--- config.mk ---
export PLATFORM = sky130hd
export DESIGN_NAME = constraint_sampler
export DESIGN_NICKNAME = d
export VERILOG_FILES = /design/src/rtl/constraint_sampler.sv
export SDC_FILE = /design/constraint.sdc
export NUM_CORES = 1
export LEC_CHECK = 0
export ABC_AREA = 1
export CORE_ASPECT_RATIO = 0.5
export CORE_MARGIN = 10
export CORE_UTILIZATION = 44
export DETAILED_ROUTE_END_ITERATION = 8
export PLACE_DENSITY = 0.77
export SLEW_MARGIN = 10
export SYNTH_ARGS = -nofsm -noshare
export SYNTH_HDL_FRONTEND = slang
export SYNTH_SLANG_ARGS = --single-unit
--- constraint.sdc ---
create_clock -name clk -period 2.9 [get_ports clk]
set_input_delay 0.435 -clock clk [delete_from_list [all_inputs] [get_ports clk]]
set_output_delay 0.435 -clock clk [all_outputs]
set_load 0.05 [all_outputs]
--- src/rtl/constraint_sampler.sv ---
// rtl/constraint_sampler.sv - LFSR candidate generator feeding an external constraint checker
// Returns the first satisfying candidate over a valid/ready handshake, or flags fail after MAX_TRIES.
module constraint_sampler #(
    parameter int unsigned    W         = 32,
    parameter logic [W-1:0]   POLY      = 32'h80200003,
    parameter logic [W-1:0]   SEED      = 32'h00000001,
    parameter int unsigned    MAX_TRIES = 1024,
    parameter int unsigned    CHECK_LAT = 0
) (
    input  logic         clk,
    input  logic         rst,
    input  logic         start,
    input  logic         seed_load,
    input  logic [W-1:0] seed,
    output logic [W-1:0] cand,
    input  logic         sat,
    output logic         sol_valid,
    input  logic         sol_ready,
    output logic [W-1:0] sol_data,
    output logic         busy,
    output logic         fail,
    output logic [15:0]  tries
);

    localparam logic [W-1:0] ONE     = {{(W-1){1'b0}}, 1'b1};
    localparam logic [W-1:0] SEED_NZ = (SEED == '0) ? ONE : SEED;
    localparam logic [15:0]  MAX_T   = 16'(MAX_TRIES);
    localparam logic [3:0]   LAT     = 4'(CHECK_LAT);

    typedef enum logic [1:0] {
        IDLE  = 2'd0,
        CHECK = 2'd1,
        HOLD  = 2'd2
    } state_t;

    state_t       state, state_nx;
    logic [W-1:0] lfsr, lfsr_nx;
    logic [3:0]   wait_cnt, wait_nx;
    logic         valid_q, valid_nx;
    logic [W-1:0] data_q, data_nx;
    logic         fail_q, fail_nx;
    logic [15:0]  tries_q, tries_nx;
    logic [15:0]  tries_inc;

    function automatic logic [W-1:0] lfsr_step(input logic [W-1:0] v);
        return (v >> 1) ^ (v[0] ? POLY : '0);
    endfunction

    always_ff @(posedge clk or posedge rst) begin
        if (rst) begin
            state    <= IDLE;
            lfsr     <= SEED_NZ;
            wait_cnt <= '0;
            valid_q  <= 1'b0;
            data_q   <= '0;
            fail_q   <= 1'b0;
            tries_q  <= '0;
        end else begin
            state    <= state_nx;
            lfsr     <= lfsr_nx;
            wait_cnt <= wait_nx;
            valid_q  <= valid_nx;
            data_q   <= data_nx;
            fail_q   <= fail_nx;
            tries_q  <= tries_nx;
        end
    end

    always_comb begin
        state_nx  = state;
        lfsr_nx   = lfsr;
        wait_nx   = wait_cnt;
        valid_nx  = valid_q;
        data_nx   = data_q;
        fail_nx   = fail_q;
        tries_nx  = tries_q;
        tries_inc = tries_q + 16'd1;
        case (state)
            IDLE: begin
                // seed_load takes priority so a simultaneous start cannot run on a stale seed
                if (seed_load) begin
                    lfsr_nx = (seed == '0) ? ONE : seed;
                end else if (start) begin
                    tries_nx = '0;
                    fail_nx  = 1'b0;
                    wait_nx  = LAT;
                    state_nx = CHECK;
                end
            end
            CHECK: begin
                if (wait_cnt != '0) begin
                    wait_nx = wait_cnt - 4'd1;
                end else begin
                    tries_nx = tries_inc;
                    if (sat) begin
                        data_nx  = lfsr;
                        valid_nx = 1'b1;
                        state_nx = HOLD;
                    end else if (tries_inc == MAX_T) begin
                        fail_nx  = 1'b1;
                        lfsr_nx  = lfsr_step(lfsr);
                        state_nx = IDLE;
                    end else begin
                        lfsr_nx  = lfsr_step(lfsr);
                        wait_nx  = LAT;
                    end
                end
            end
            HOLD: begin
                // step past the accepted solution so the next search starts fresh
                if (sol_ready) begin
                    valid_nx = 1'b0;
                    lfsr_nx  = lfsr_step(lfsr);
                    state_nx = IDLE;
                end
            end
            default: state_nx = IDLE;
        endcase
    end

    assign cand      = lfsr;
    assign sol_valid = valid_q;
    assign sol_data  = data_q;
    assign busy      = (state != IDLE);
    assign fail      = fail_q;
    assign tries     = tries_q;

endmodule

==> results.rst, run 1 <==
.. list-table::
   :header-rows: 1

   * - Metric
     - Value
   * - Number of buffers created by CTS
     - 9
   * - Setup repair after global routing missed its margin
     - no
   * - Nature of the critical path endpoint
     - output port
   * - Number of H-tree levels
     - 3
   * - Full die area
     - 14900 um2
   * - Final clock period utilization by the worst path
     - 83.1%
   * - Latest clock arrival within the worst-skew pair
     - 0.34 ns
   * - DRC violation total after the first TritonRoute iteration
     - 297
   * - Port Buffers
     - 120
   * - Vias in the first global route
     - between 4000 and 5000
   * - Count of state elements after synthesis
     - 88
   * - I/O pins
     - 121
   * - Final hold violations
     - 0
   * - Setup violations, final
     - 0
   * - Comb power frac
     - 55.7%
   * - Number of diodes added for antenna fixing
     - 0
   * - Number of cells traversed by the worst register-to-register path
     - 10
   * - Number of stages on the worst hold path
     - 2
   * - First-pass DRT Iterations
     - 4
   * - Cells after Synth
     - 580
   * - Max-cap violation count
     - 0
   * - Detailed placer's ending HPWL
     - 9480 um
   * - Launch point of the worst hold path
     - wait_cnt[3]$_DFFE_PP0P_
   * - Reported net switching power
     - roughly 3.8 mW
   * - Routed vias
     - ~4200
   * - Count of unresolved DRC violations after routing
     - 0
   * - Clk Tree Root Cell
     - clkbuf_16
   * - Max frequency
     - 0.415 GHz
   * - Type of the worst min-delay path
     - register to register
   * - Highest net fanout along the worst path
     - 4
   * - Number of vias per cell
     - between 5 and 6
   * - Std cell rows
     - 25
   * - Sequential share of the synthesized area
     - 49.0%
   * - Slew headroom
     - 43.7%
   * - Warning count from the yosys run
     - 0
   * - Category of the worst setup path launch point
     - register
   * - Global placer's final weighted congestion
     - 0.855
   * - Setup Skew
     - ~0.0060 ns
   * - Async SR Flop Fraction
     - 100%
   * - TritonCTS clock tree
     - yes
   * - Setup Total Neg Slack
     - 0 ns
   * - Total clock sinks
     - 88
   * - Mean post-synth cell area
     - about 7.8 um2
   * - Most used DFF post-synth
     - dfrtp_1
   * - Wire length of the first global-routing pass
     - 21400 um
   * - Count of flip-flops with a built-in enable after synthesis
     - 0
   * - Mean routed wirelength per cell
     - 15.3 um
   * - Share of final-layout standard cells stronger than drive strength 1
     - roughly 7.5%
   * - Portion of total power attributed to the clock network
     - roughly 18%
   * - Type of the setup path with the least slack
     - register to output port
   * - Endpoint of the worst register-to-register path
     - cand[21]$_DFFE_PP0P_
   * - Total grt overflow
     - 0
   * - Postcts setup bufs
     - 0
   * - Setup slack of the worst register-to-register path
     - 0.81 ns
   * - Initial Utilization
     - 46.4%
   * - Required time reported for the critical path endpoint
     - 2.47 ns
   * - Number of pins exceeding their max-slew limit in the final report
     - 0
   * - Status
     - completed
   * - Utilization after layout
     - 64.2%
   * - Number of antenna violations at the first check in global routing
     - 0
   * - Maximum root-to-sink buffer count
     - 2
   * - Total GRT Usage
     - 17.5%
   * - Measured slew at the worst slew-check pin
     - 0.844 ns
   * - Syn nets
     - around 630
   * - Launch point of the worst reg-to-reg path
     - state[1]$_DFFE_PP0P_
   * - Cts hold-fix bufs
     - 0
   * - Min Clock Period, post-route
     - 2.41 ns
   * - Maximum number of pins on one net before global-route repair
     - 65
   * - Die height
     - 91.5 um
   * - Share of total power consumed by net switching
     - 49.3%
   * - Number of nets in the layout
     - between 700 and 800
   * - Signal arrival time at the worst endpoint
     - 1.97 ns
   * - Maximum resistive drop on vdd
     - 799 uV
   * - Resize count post-CTS
     - 0
   * - Detail Route Antenna Nets
     - 0
   * - Seq pwr share
     - around a quarter
   * - Internal power summed over all cells
     - 3.86 mW
   * - Power density over the cells
     - 1230 nW/um2
   * - Final routed wirelength across all metal layers
     - 12800 um
   * - Floorplan die width
     - 163 um
   * - Reg clk slew, reported paths
     - 0.06 ns
   * - Mapped Area
     - 4500 um2
   * - Lkg Pwr
     - 2.82 nW
   * - Area Growth Syn to Fin
     - 38.4%
   * - Standard cell core area
     - about 9700 um2
   * - Number of distinct library cell variants in the gate-level netlist after synthesis
     - 32
   * - Hold-critical path endpoint
     - wait_cnt[3]$_DFFE_PP0P_
[metal layers]
layer | wire [um] | global-route usage (%)
met1 | 5370 | 20.9
met2 | 6330 | 29.3
met3 | 873 | 5.68
met4 | 229 | 5.30
met5 | 0 | 0
[layout by cell type (no fill, tap or decap), drive strengths merged, types with 2 or more instances in the layout]
cell           instances
clkinv                 4
nand3                 33
a21oi                  4
nor2                  39
bufinv                 3
xor2                   2
o21ai                107
nand4                  8
nor4                   3
buf                   10
inv                   87
dfrtp                 87
o22ai                  7
nor3                   3
a31oi                  3
nand2                158
clkdlybuf4s50        120
ha                     7
o211ai                 2
clkbuf                10
[per-stage QoR]
| stage | setup WS, ns | hold WS (ns) | std cells | total power [mW] | cell area (um2) |
|---|---|---|---|---|---|
| floorplan | 0.188 | 0.442 | 580 | 4.83 | 4500 |
| global placement | 0.825 | 0.456 | 822 | 6.21 | 5870 |
| detailed placement | 0.781 | 0.464 | 822 | 6.30 | 5870 |
| CTS | 0.460 | 0.484 | 838 | 7.69 | 6220 |
| global route | 0.389 | 0.508 | 838 | 8.15 | 6220 |
| finish | 0.490 | 0.479 | 838 | 7.63 | 6220 |
[sequential cells by signal, summed over array words and instances, names as in the netlist]
signal,cells
wait_cnt,4
fail,1
cand,32
state,2
sol_data,32
sol_valid,1
tries,16
[kinds of logic (layout without fill, tap and decap cells)]
group	count (synthesis)	after routing	synth area share, %
adder cells (fa/ha/maj)	7	7	1.95
flip-flops	88	88	49.0
AND/OR/NAND/NOR	244	244	24.2
XOR/XNOR	3	3	0.585
multiplexers	1	1	0.250
AO/OA/AOI/OAI	126	126	14.7
buffers and inverters	111	234	9.38
[worst max path at each step]
stage | from | end | slack (ns) | cells after the start
2_1_floorplan | rst | cand[10]$_DFFE_PP0P_ | 0.19 | 1
3_3_place_gp | sat | cand[1]$_DFFE_PP0P_ | 0.83 | 7
3_5_place_dp | seed_load | tries[6]$_DFFE_PP0P_ | 0.78 | 8
4_1_cts | state[0]$_DFFE_PP0P_ | busy | 0.46 | 4
5_1_grt | state[0]$_DFFE_PP0P_ | busy | 0.39 | 4
6_report | state[0]$_DFFE_PP0P_ | busy | 0.49 | 4
[cell type report]
cell class                      count  area [um2]
Clock buffer                       10         239
Inverter                           88         332
Tap cell                          135         169
Multi-Input combinational cell    381        1870
Fill cell                         840        3480
Clock inverter                      6         116
Sequential cell                    88        2200
Timing Repair Buffer              130        1290
[synth_stat cells (all sizes together) (2+ instances only)]
library cell	count	area (um2)
o22ai	7	43.8
nor4	3	33.8
o211ai	2	15.0
nand4	8	50.1
clkbuf	19	71.3
nand2	158	616
inv	88	330
xor2	2	17.5
ha	7	87.6
nor3	3	15.0
dfrtp	87	2180
nor2	39	189
buf	4	20.0
a21oi	4	20.0
a31oi	3	18.8
o21ai	107	536
nand3	33	183
[power by group through the flow]
stage	Clock (mW)	Sequential, mW	Combinational, mW
6_report	1.36	2.02	4.25
2_1_floorplan	0	3.43	1.40
5_1_grt	1.44	2.07	4.64
3_3_place_gp	0	2.02	4.20
4_1_cts	1.38	2.02	4.29
3_5_place_dp	0	2.03	4.27
[critical path, stage by stage, from the launching register on]
cell	delay [ns]
dfrtp_1	0.40
inv_1	0.08
ha_1	0.24
inv_1	0.11
clkdlybuf4s50_1	0.81
No activity file was read; power rests on OpenSTA's default activity.
==> run 2, diff against run 1 <==
- CORE_UTILIZATION: 44 -> 49
- PLACE_DENSITY: 0.77 -> 0.81
- clock period: 2.9 -> 2.52 ns (I/O delays scaled with it)
==> results.rst, run 2 (synthesized netlist as in run 1, its figures left out) <==
.. list-table::
   :header-rows: 1

   * - Metric
     - Value
   * - Status
     - completed (unchanged)
   * - Setup Total Neg Slack
     - 0 ns (unchanged)
   * - Port Buffers
     - 120 (unchanged)
   * - Number of pins exceeding their max-slew limit in the final report
     - 0 (unchanged)
   * - Standard cell core area
     - 8830 um2 (was 9700 um2)
   * - Power density over the cells
     - 1380 nW/um2 (was 1230 nW/um2)
   * - Portion of total power attributed to the clock network
     - 15.2% (was 17.8%)
   * - Number of vias per cell
     - 5.11 (was 5.05)
   * - Wire length of the first global-routing pass
     - 20700 um (was 21400 um)
   * - Number of antenna violations at the first check in global routing
     - 0 (unchanged)
   * - Full die area
     - 13600 um2 (was 14900 um2)
   * - Global placer's final weighted congestion
     - 0.940 (was 0.855)
   * - Min Clock Period, post-route
     - 2.39 ns
   * - Floorplan die width
     - 155 um (was 163 um)
   * - Number of diodes added for antenna fixing
     - 0 (unchanged)
   * - Die height
     - 87.7 um (was 91.5 um)
   * - Max-cap violation count
     - 0 (unchanged)
   * - Share of final-layout standard cells stronger than drive strength 1
     - 7.67% (was 7.54%)
   * - Total clock sinks
     - 88 (unchanged)
   * - Number of cells traversed by the worst register-to-register path
     - 10 (unchanged)
   * - Number of H-tree levels
     - 3 (unchanged)
   * - Max frequency
     - approximately 0.42 GHz
   * - Maximum number of pins on one net before global-route repair
     - 65 (unchanged)
   * - Count of unresolved DRC violations after routing
     - 0 (unchanged)
   * - Measured slew at the worst slew-check pin
     - 0.618 ns (was 0.844 ns)
   * - Type of the setup path with the least slack
     - register to output port (unchanged)
   * - Signal arrival time at the worst endpoint
     - 2.01 ns (was 1.97 ns)
   * - Highest net fanout along the worst path
     - 4 (unchanged)
   * - Area Growth Syn to Fin
     - 37.2% (was 38.4%)
   * - Cts hold-fix bufs
     - 0 (unchanged)
   * - Detailed placer's ending HPWL
     - 9410 um (was 9480 um)
   * - Nature of the critical path endpoint
     - output port (unchanged)
   * - Setup Skew
     - 0.00513 ns (was 0.00599 ns)
   * - TritonCTS clock tree
     - yes (unchanged)
   * - Final routed wirelength across all metal layers
     - 12500 um (was 12800 um)
   * - Internal power summed over all cells
     - 4.16 mW (was 3.86 mW)
   * - Std cell rows
     - 24 (was 25)
   * - Clk Tree Root Cell
     - clkbuf_16 (unchanged)
   * - DRC violation total after the first TritonRoute iteration
     - 156 (was 297)
   * - Launch point of the worst reg-to-reg path
     - state[1]$_DFFE_PP0P_ (unchanged)
   * - Required time reported for the critical path endpoint
     - 2.14 ns (was 2.47 ns)
   * - Total GRT Usage
     - 18.5% (was 17.5%)
   * - Type of the worst min-delay path
     - input port to async pin (was register to register)
   * - Number of buffers created by CTS
     - 9 (unchanged)
   * - First-pass DRT Iterations
     - 4 (unchanged)
   * - Slew headroom
     - 58.7% (was 43.7%)
   * - Setup repair after global routing missed its margin
     - no (unchanged)
   * - Latest clock arrival within the worst-skew pair
     - 0.34 ns (about the same)
   * - Detail Route Antenna Nets
     - 0 (unchanged)
   * - Seq pwr share
     - 27.3% (was 26.5%)
   * - Highest-count cells in the layout ignoring fill and taps
     - 150 x nand2_1, 120 x clkdlybuf4s50_1, 103 x o21ai_0 (unchanged)
   * - Reg clk slew, reported paths
     - 0.07 ns (was 0.06 ns)
   * - Endpoint of the worst register-to-register path
     - cand[21]$_DFFE_PP0P_ (unchanged)
   * - I/O pins
     - 121 (unchanged)
   * - Maximum root-to-sink buffer count
     - 2 (unchanged)
   * - Total grt overflow
     - 0 (unchanged)
   * - Resize count post-CTS
     - 0 (unchanged)
   * - Maximum resistive drop on vdd
     - 876 uV (was 799 uV)
   * - Postcts setup bufs
     - 0 (unchanged)
   * - Comb power frac
     - 57.5% (was 55.7%)
   * - Setup violations, final
     - 0 (unchanged)
   * - Worst hold-check slack
     - 0.463 ns (was 0.479 ns)
   * - Final hold violations
     - 0 (unchanged)
   * - Share of total power consumed by net switching
     - 50.9% (was 49.3%)
   * - Number of nets in the layout
     - 744 (was 743)
   * - Lkg Pwr
     - 2.80 nW (was 2.82 nW)
   * - Vias in the first global route
     - 4248 (was 4213)
   * - Mean routed wirelength per cell
     - 15.2 um (was 15.3 um)
   * - Category of the worst setup path launch point
     - register (unchanged)
   * - Setup slack of the worst register-to-register path
     - 0.48 ns (was 0.81 ns)
   * - Initial Utilization
     - 50.9% (was 46.4%)
   * - Final clock period utilization by the worst path
     - 94.7%
   * - Reported net switching power
     - 4.32 mW (was 3.76 mW)
   * - Most frequent standard cell in the layout excluding fill and tap cells
     - nand2_1 (unchanged)
   * - Routed vias
     - 4196 (was 4228)
[run 2: cell types whose count changed in the layout (fill, tap and decap cells not counted)]
cell        change
bufinv_16       -3
buf_12          +2
clkinv_4        -2
clkinvlp_4      +2
inv_6           +2
buf_4           -1
inv_8           +1
[run 2: worst max path at each step]
stage | to | startpoint | slack, ns | cells past startpoint
floorplan | state[0]$_DFFE_PP0P_ | tries[0]$_DFFE_PP0P_ | 0.37 | 14
finish | busy | state[0]$_DFFE_PP0P_ | 0.13 | 4
detailed placement | cand[21]$_DFFE_PP0P_ | sat | 0.49 | 7
CTS | busy | state[0]$_DFFE_PP0P_ | 0.12 | 4
global route | busy | state[0]$_DFFE_PP0P_ | 0.06 | 4
global placement | cand[1]$_DFFE_PP0P_ | sat | 0.49 | 7
[run 2: area by class of cell]
class	count	area, um2
tap	117	146
sequential	88	2200
clock buffer	10	239
clock inverter	6	50.0
fill	744	2660
inverter	88	334
multi-input combinational	381	1870
timing repair buffer	131	1320
[run 2: layer usage]
| metal | GRT usage (%) | share of wire, % | wire (um) |
|---|---|---|---|
| met5 | 0 | 0 | 0 |
| met4 | 5.49 | 1.6 | 194 |
| met3 | 5.58 | 6.0 | 752 |
| met2 | 33.5 | 50 | 6280 |
| met1 | 21.0 | 42 | 5220 |
[run 2: power groups by stage]
stage               combinational, mW  clock [mW]  sequential (mW)
finish                           4.88        1.29             2.31
global route                     5.32        1.37             2.37
CTS                              4.92        1.31             2.31
detailed placement               4.90           0             2.32
global placement                 4.84           0             2.31
floorplan                        1.61           0             3.95
[run 2: worst max-delay path: stages (launching register included)]
cell,delay [ns]
dfrtp_1,0.40
inv_1,0.08
ha_1,0.24
inv_1,0.13
clkdlybuf4s50_1,0.82
[run 2: through the flow]
stage	area, um2	power, mW	utilization [%]	setup WS, ns	instances
finish	6170	8.48	69.9	0.134	821
global route	6170	9.06	69.9	0.0625	821
CTS	6170	8.55	69.9	0.121	821
detailed placement	5880	7.22	66.6	0.491	805
global placement	5880	7.15	66.6	0.490	805
floorplan	4500	5.56	-	0.369	580
==> run 3, diff against run 2 <==
- ABC_AREA: 1 -> default
- CORE_UTILIZATION: 49 -> 52
- PLACE_DENSITY: 0.81 -> 0.85
- clock period: 2.52 -> 3.1 ns (I/O delays scaled with it)
==> results.rst, run 3 <==
.. list-table::
   :header-rows: 1

   * - Metric
     - Value
   * - Instance count after placement with tap cells included
     - 638 (was 805)
   * - Nature of the critical path endpoint
     - output port (unchanged)
   * - Maximum root-to-sink buffer count
     - 2 (unchanged)
   * - Clk Tree Root Cell
     - clkbuf_16 (unchanged)
   * - Final clock period utilization by the worst path
     - around four fifths
   * - Resize count post-CTS
     - 0 (unchanged)
   * - Type of the worst min-delay path
     - input port to async pin (unchanged)
   * - Setup violations, final
     - 0 (unchanged)
   * - Number of standard cells in the layout, taps in and fillers out
     - 654 (was 821)
   * - Launch point of the worst reg-to-reg path
     - tries[0]$_DFFE_PP0P_ (was state[1]$_DFFE_PP0P_)
   * - Utilization after layout
     - 73.7% (was 69.9%)
   * - Maximum resistive drop on vdd
     - 946 uV (was 876 uV)
   * - Warning count from the yosys run
     - 0 (unchanged)
   * - Adder and majority gate portion of the synthesized area
     - 1.99% (was 1.95%)
   * - Type of the setup path with the least slack
     - register to output port (unchanged)
   * - TritonCTS clock tree
     - yes (unchanged)
   * - Total GRT Usage
     - 18.5% (about the same)
   * - Post-synthesis cell type with the largest combined area
     - dfrtp_1 (unchanged)
   * - Mean post-synth cell area
     - 10.3 um2 (was 7.75 um2)
   * - Cells after Synth
     - 429 (was 580)
   * - Most frequent standard cell in the layout excluding fill and tap cells
     - clkdlybuf4s50_1 (was nand2_1)
   * - Latest clock arrival within the worst-skew pair
     - 0.34 ns (about the same)
   * - Number of diodes added for antenna fixing
     - 0 (unchanged)
   * - Post-synthesis compound-gate area fraction
     - 12.2% (was 14.7%)
   * - Sequential share of the synthesized area
     - 50.0% (was 49.0%)
   * - Slew headroom
     - 26.0% (was 58.7%)
   * - Total grt overflow
     - 0 (unchanged)
   * - Share of total power consumed by net switching
     - 48.7% (was 50.9%)
   * - Syn nets
     - 474 (was 625)
   * - Number of nets in the layout
     - 582 (was 744)
   * - DRC violation total after the first TritonRoute iteration
     - 230 (was 156)
   * - Die height
     - 85.1 um (was 87.7 um)
   * - Max frequency
     - 0.404 GHz
   * - Reg clk slew, reported paths
     - 0.06 ns (was 0.07 ns)
   * - Vias in the first global route
     - 3825 (was 4248)
   * - Standard cell core area
     - 8120 um2 (was 8830 um2)
   * - Number of buffers created by CTS
     - 9 (unchanged)
   * - Number of H-tree levels
     - 3 (unchanged)
   * - Setup Skew
     - 0.00690 ns (was 0.00513 ns)
   * - Setup repair after global routing missed its margin
     - no (unchanged)
   * - Post-synthesis mux area share
     - 15.5% (was 0.250%)
   * - Wire length of the first global-routing pass
     - 19400 um (was 20700 um)
   * - Category of the worst setup path launch point
     - register (unchanged)
   * - Seq pwr share
     - 26.4% (was 27.3%)
   * - Setup Total Neg Slack
     - 0 ns (unchanged)
   * - Internal power summed over all cells
     - 3.94 mW (was 4.16 mW)
   * - Min Clock Period, post-route
     - 2.48 ns
   * - Mean routed wirelength per cell
     - 18.1 um (was 15.2 um)
   * - Simple-gate portion of the synthesized area
     - 15.6% (was 24.2%)
   * - Cts hold-fix bufs
     - 0 (unchanged)
   * - Routed vias
     - 3730 (was 4196)
   * - Largest cells by area after synthesis
     - dfrtp_1 49%, mux2_2 8.7%, mux2i_1 6.8% (was dfrtp_1 48%, nand2_1 13%, o21ai_0 11%)
   * - Comb power frac
     - 59.3% (was 57.5%)
   * - Area Growth Syn to Fin
     - 35.9% (was 37.2%)
   * - Highest net fanout along the worst path
     - 8 (was 4)
   * - I/O pins
     - 121 (unchanged)
   * - Detail Route Antenna Nets
     - 0 (unchanged)
   * - Share of the synthesized netlist area taken by xor and xnor gates
     - 0.994% (was 0.584%)
   * - Count of unresolved DRC violations after routing
     - 0 (unchanged)
   * - Reported net switching power
     - 3.74 mW (was 4.32 mW)
   * - Mapped Area
     - 4400 um2 (was 4500 um2)
   * - Required time reported for the critical path endpoint
     - 2.63 ns (was 2.14 ns)
   * - Measured slew at the worst slew-check pin
     - 1.10 ns (was 0.618 ns)
   * - Dominant combinational cell family by area after synthesis
     - simple AND/OR/NAND/NOR gates (unchanged)
   * - Count of flip-flops with a built-in enable after synthesis
     - 0 (unchanged)
   * - Fill cell count
     - 555 (was 744)
   * - Floorplan die width
     - 150 um (was 155 um)
   * - Initial Utilization
     - 54.3% (was 50.9%)
   * - Top post-synthesis cells by count
     - 87 x dfrtp_1, 54 x nor2_1, 42 x a21oi_1 (was 151 x nand2_1, 103 x o21ai_0, 87 x dfrtp_1)
   * - Std cell rows
     - 23 (was 24)
   * - Full die area
     - 12800 um2 (was 13600 um2)
   * - Final routed wirelength across all metal layers
     - 11800 um (was 12500 um)
   * - Lkg Pwr
     - 2.40 nW (was 2.80 nW)
   * - Cell with the most instances after synthesis
     - dfrtp_1 (was nand2_1)
   * - Number of pins exceeding their max-slew limit in the final report
     - 0 (unchanged)
   * - Port Buffers
     - 120 (unchanged)
   * - Global placer's final weighted congestion
     - 0.859 (was 0.940)
   * - Status
     - completed (unchanged)
   * - Most used DFF post-synth
     - dfrtp_1 (unchanged)
   * - Postcts setup bufs
     - 0 (unchanged)
   * - Portion of synthesized cell area occupied by the leading cell type
     - 49.4% (was 48.4%)
   * - Multi-input logic area
     - 2040 um2 (was 1870 um2)
   * - Final hold violations
     - 0 (unchanged)
   * - Power density over the cells
     - 1280 nW/um2 (was 1380 nW/um2)
   * - Async SR Flop Fraction
     - 100% (unchanged)
   * - Number of antenna violations at the first check in global routing
     - 0 (unchanged)
   * - Number of vias per cell
     - 5.70 (was 5.11)
   * - Max-cap violation count
     - 0 (unchanged)
   * - Total clock sinks
     - 88 (unchanged)
   * - Source of the critical timing path
     - state[0]$_DFFE_PP0P_ (unchanged)
   * - First-pass DRT Iterations
     - 4 (unchanged)
   * - Maximum number of pins on one net before global-route repair
     - 66 (was 65)
   * - Count of state elements after synthesis
     - 88 (unchanged)
   * - Share of final-layout standard cells stronger than drive strength 1
     - 11.8% (was 7.67%)
   * - Number of distinct library cell variants in the gate-level netlist after synthesis
     - 48 (was 32)
   * - Signal arrival time at the worst endpoint
     - 2.01 ns (about the same)
   * - Portion of total power attributed to the clock network
     - 14.3% (was 15.2%)
   * - Detailed placer's ending HPWL
     - 8540 um (was 9410 um)
   * - Seq. cell area
     - 2200 um2 (unchanged)
   * - Highest-count cells in the layout ignoring fill and taps
     - 120 x clkdlybuf4s50_1, 87 x dfrtp_1, 54 x nor2_1 (was 150 x nand2_1, 120 x clkdlybuf4s50_1, 103 x o21ai_0)
[run 3: changes by cell type in the layout (fill, tap and decap cells not counted), sizes merged, moves of 6 or more]
cell / previous run / this run
mux2i: 0 / 30
a21oi: 4 / 42
nand3: 33 / 7
nor4: 3 / 11
mux2: 1 / 34
inv: 90 / 8
buf: 11 / 5
nor2: 39 / 54
o21ai: 107 / 29
nand2: 158 / 23
o22ai: 7 / 0
[run 3: critical path: stages (launching register included)]
cell and delay [ns]:
dfrtp_1 0.39, inv_1 0.12, ha_2 0.26, inv_1 0.09, clkdlybuf4s50_1 0.81
[run 3: worst paths after layout]
check                      slack [ns]                       end  cells after the start
max                              0.62                      busy                      4
min                              0.43     tries[13]$_DFFE_PP0P_                      2
max reg2reg                      0.63      state[1]$_DFFE_PP0P_                      7
min reg2reg                      0.51  sol_data[10]$_DFFE_PP0P_                      1
max in group asynchronous        1.97       cand[0]$_DFFE_PP1P_                      3
min in group clk                 0.51  sol_data[10]$_DFFE_PP0P_                      1
[run 3: through the flow]
step                instance area, um2  setup slack, ns  hold slack (ns)  total power, mW
CTS                               5980            0.624            0.448             7.74
floorplan                         4400            0.358            0.486             5.14
detailed placement                5680            0.663            0.493             6.60
finish                            5980            0.624            0.434             7.69
global route                      5980            0.442            0.482             8.09
global placement                  5680            0.741            0.486             6.47
[run 3: power groups by stage]
stage / combinational (mW) / clock [mW] / sequential, mW
after floorplan: 1.70 / 0 / 3.44
after global placement: 4.45 / 0 / 2.02
after detailed placement: 4.55 / 0 / 2.05
after CTS: 4.59 / 1.12 / 2.03
after global routing: 4.81 / 1.17 / 2.11
final: 4.55 / 1.10 / 2.03
[run 3: logic make-up (layout without fill, tap and decap cells)]
| family | Yosys count | count (layout) |
|---|---|---|
| simple gates | 137 | 137 |
| compound gates | 92 | 92 |
| flops | 88 | 88 |
| mux | 64 | 64 |
| buf+inv | 36 | 149 |
| fa+ha+maj | 7 | 7 |
| xor+xnor | 5 | 5 |
[run 3: cell type report]
| class | count | area share (%) |
|---|---|---|
| sequential | 88 | 36.8 |
| inverter | 8 | 0.523 |
| clock buffer | 10 | 3.99 |
| timing repair buffer | 125 | 21.1 |
| multi-input combinational | 305 | 34.1 |
| tap | 112 | 2.34 |
| clock inverter | 6 | 1.11 |
[run 3: routing by layer]
layer	track usage (%)	wire [um]	vias to the layer above
li1	-	-	1771
met1	21.1	4720	1824
met2	33.2	6230	116
met3	4.71	645	19
met4	6.58	215	0
met5	0	0	-
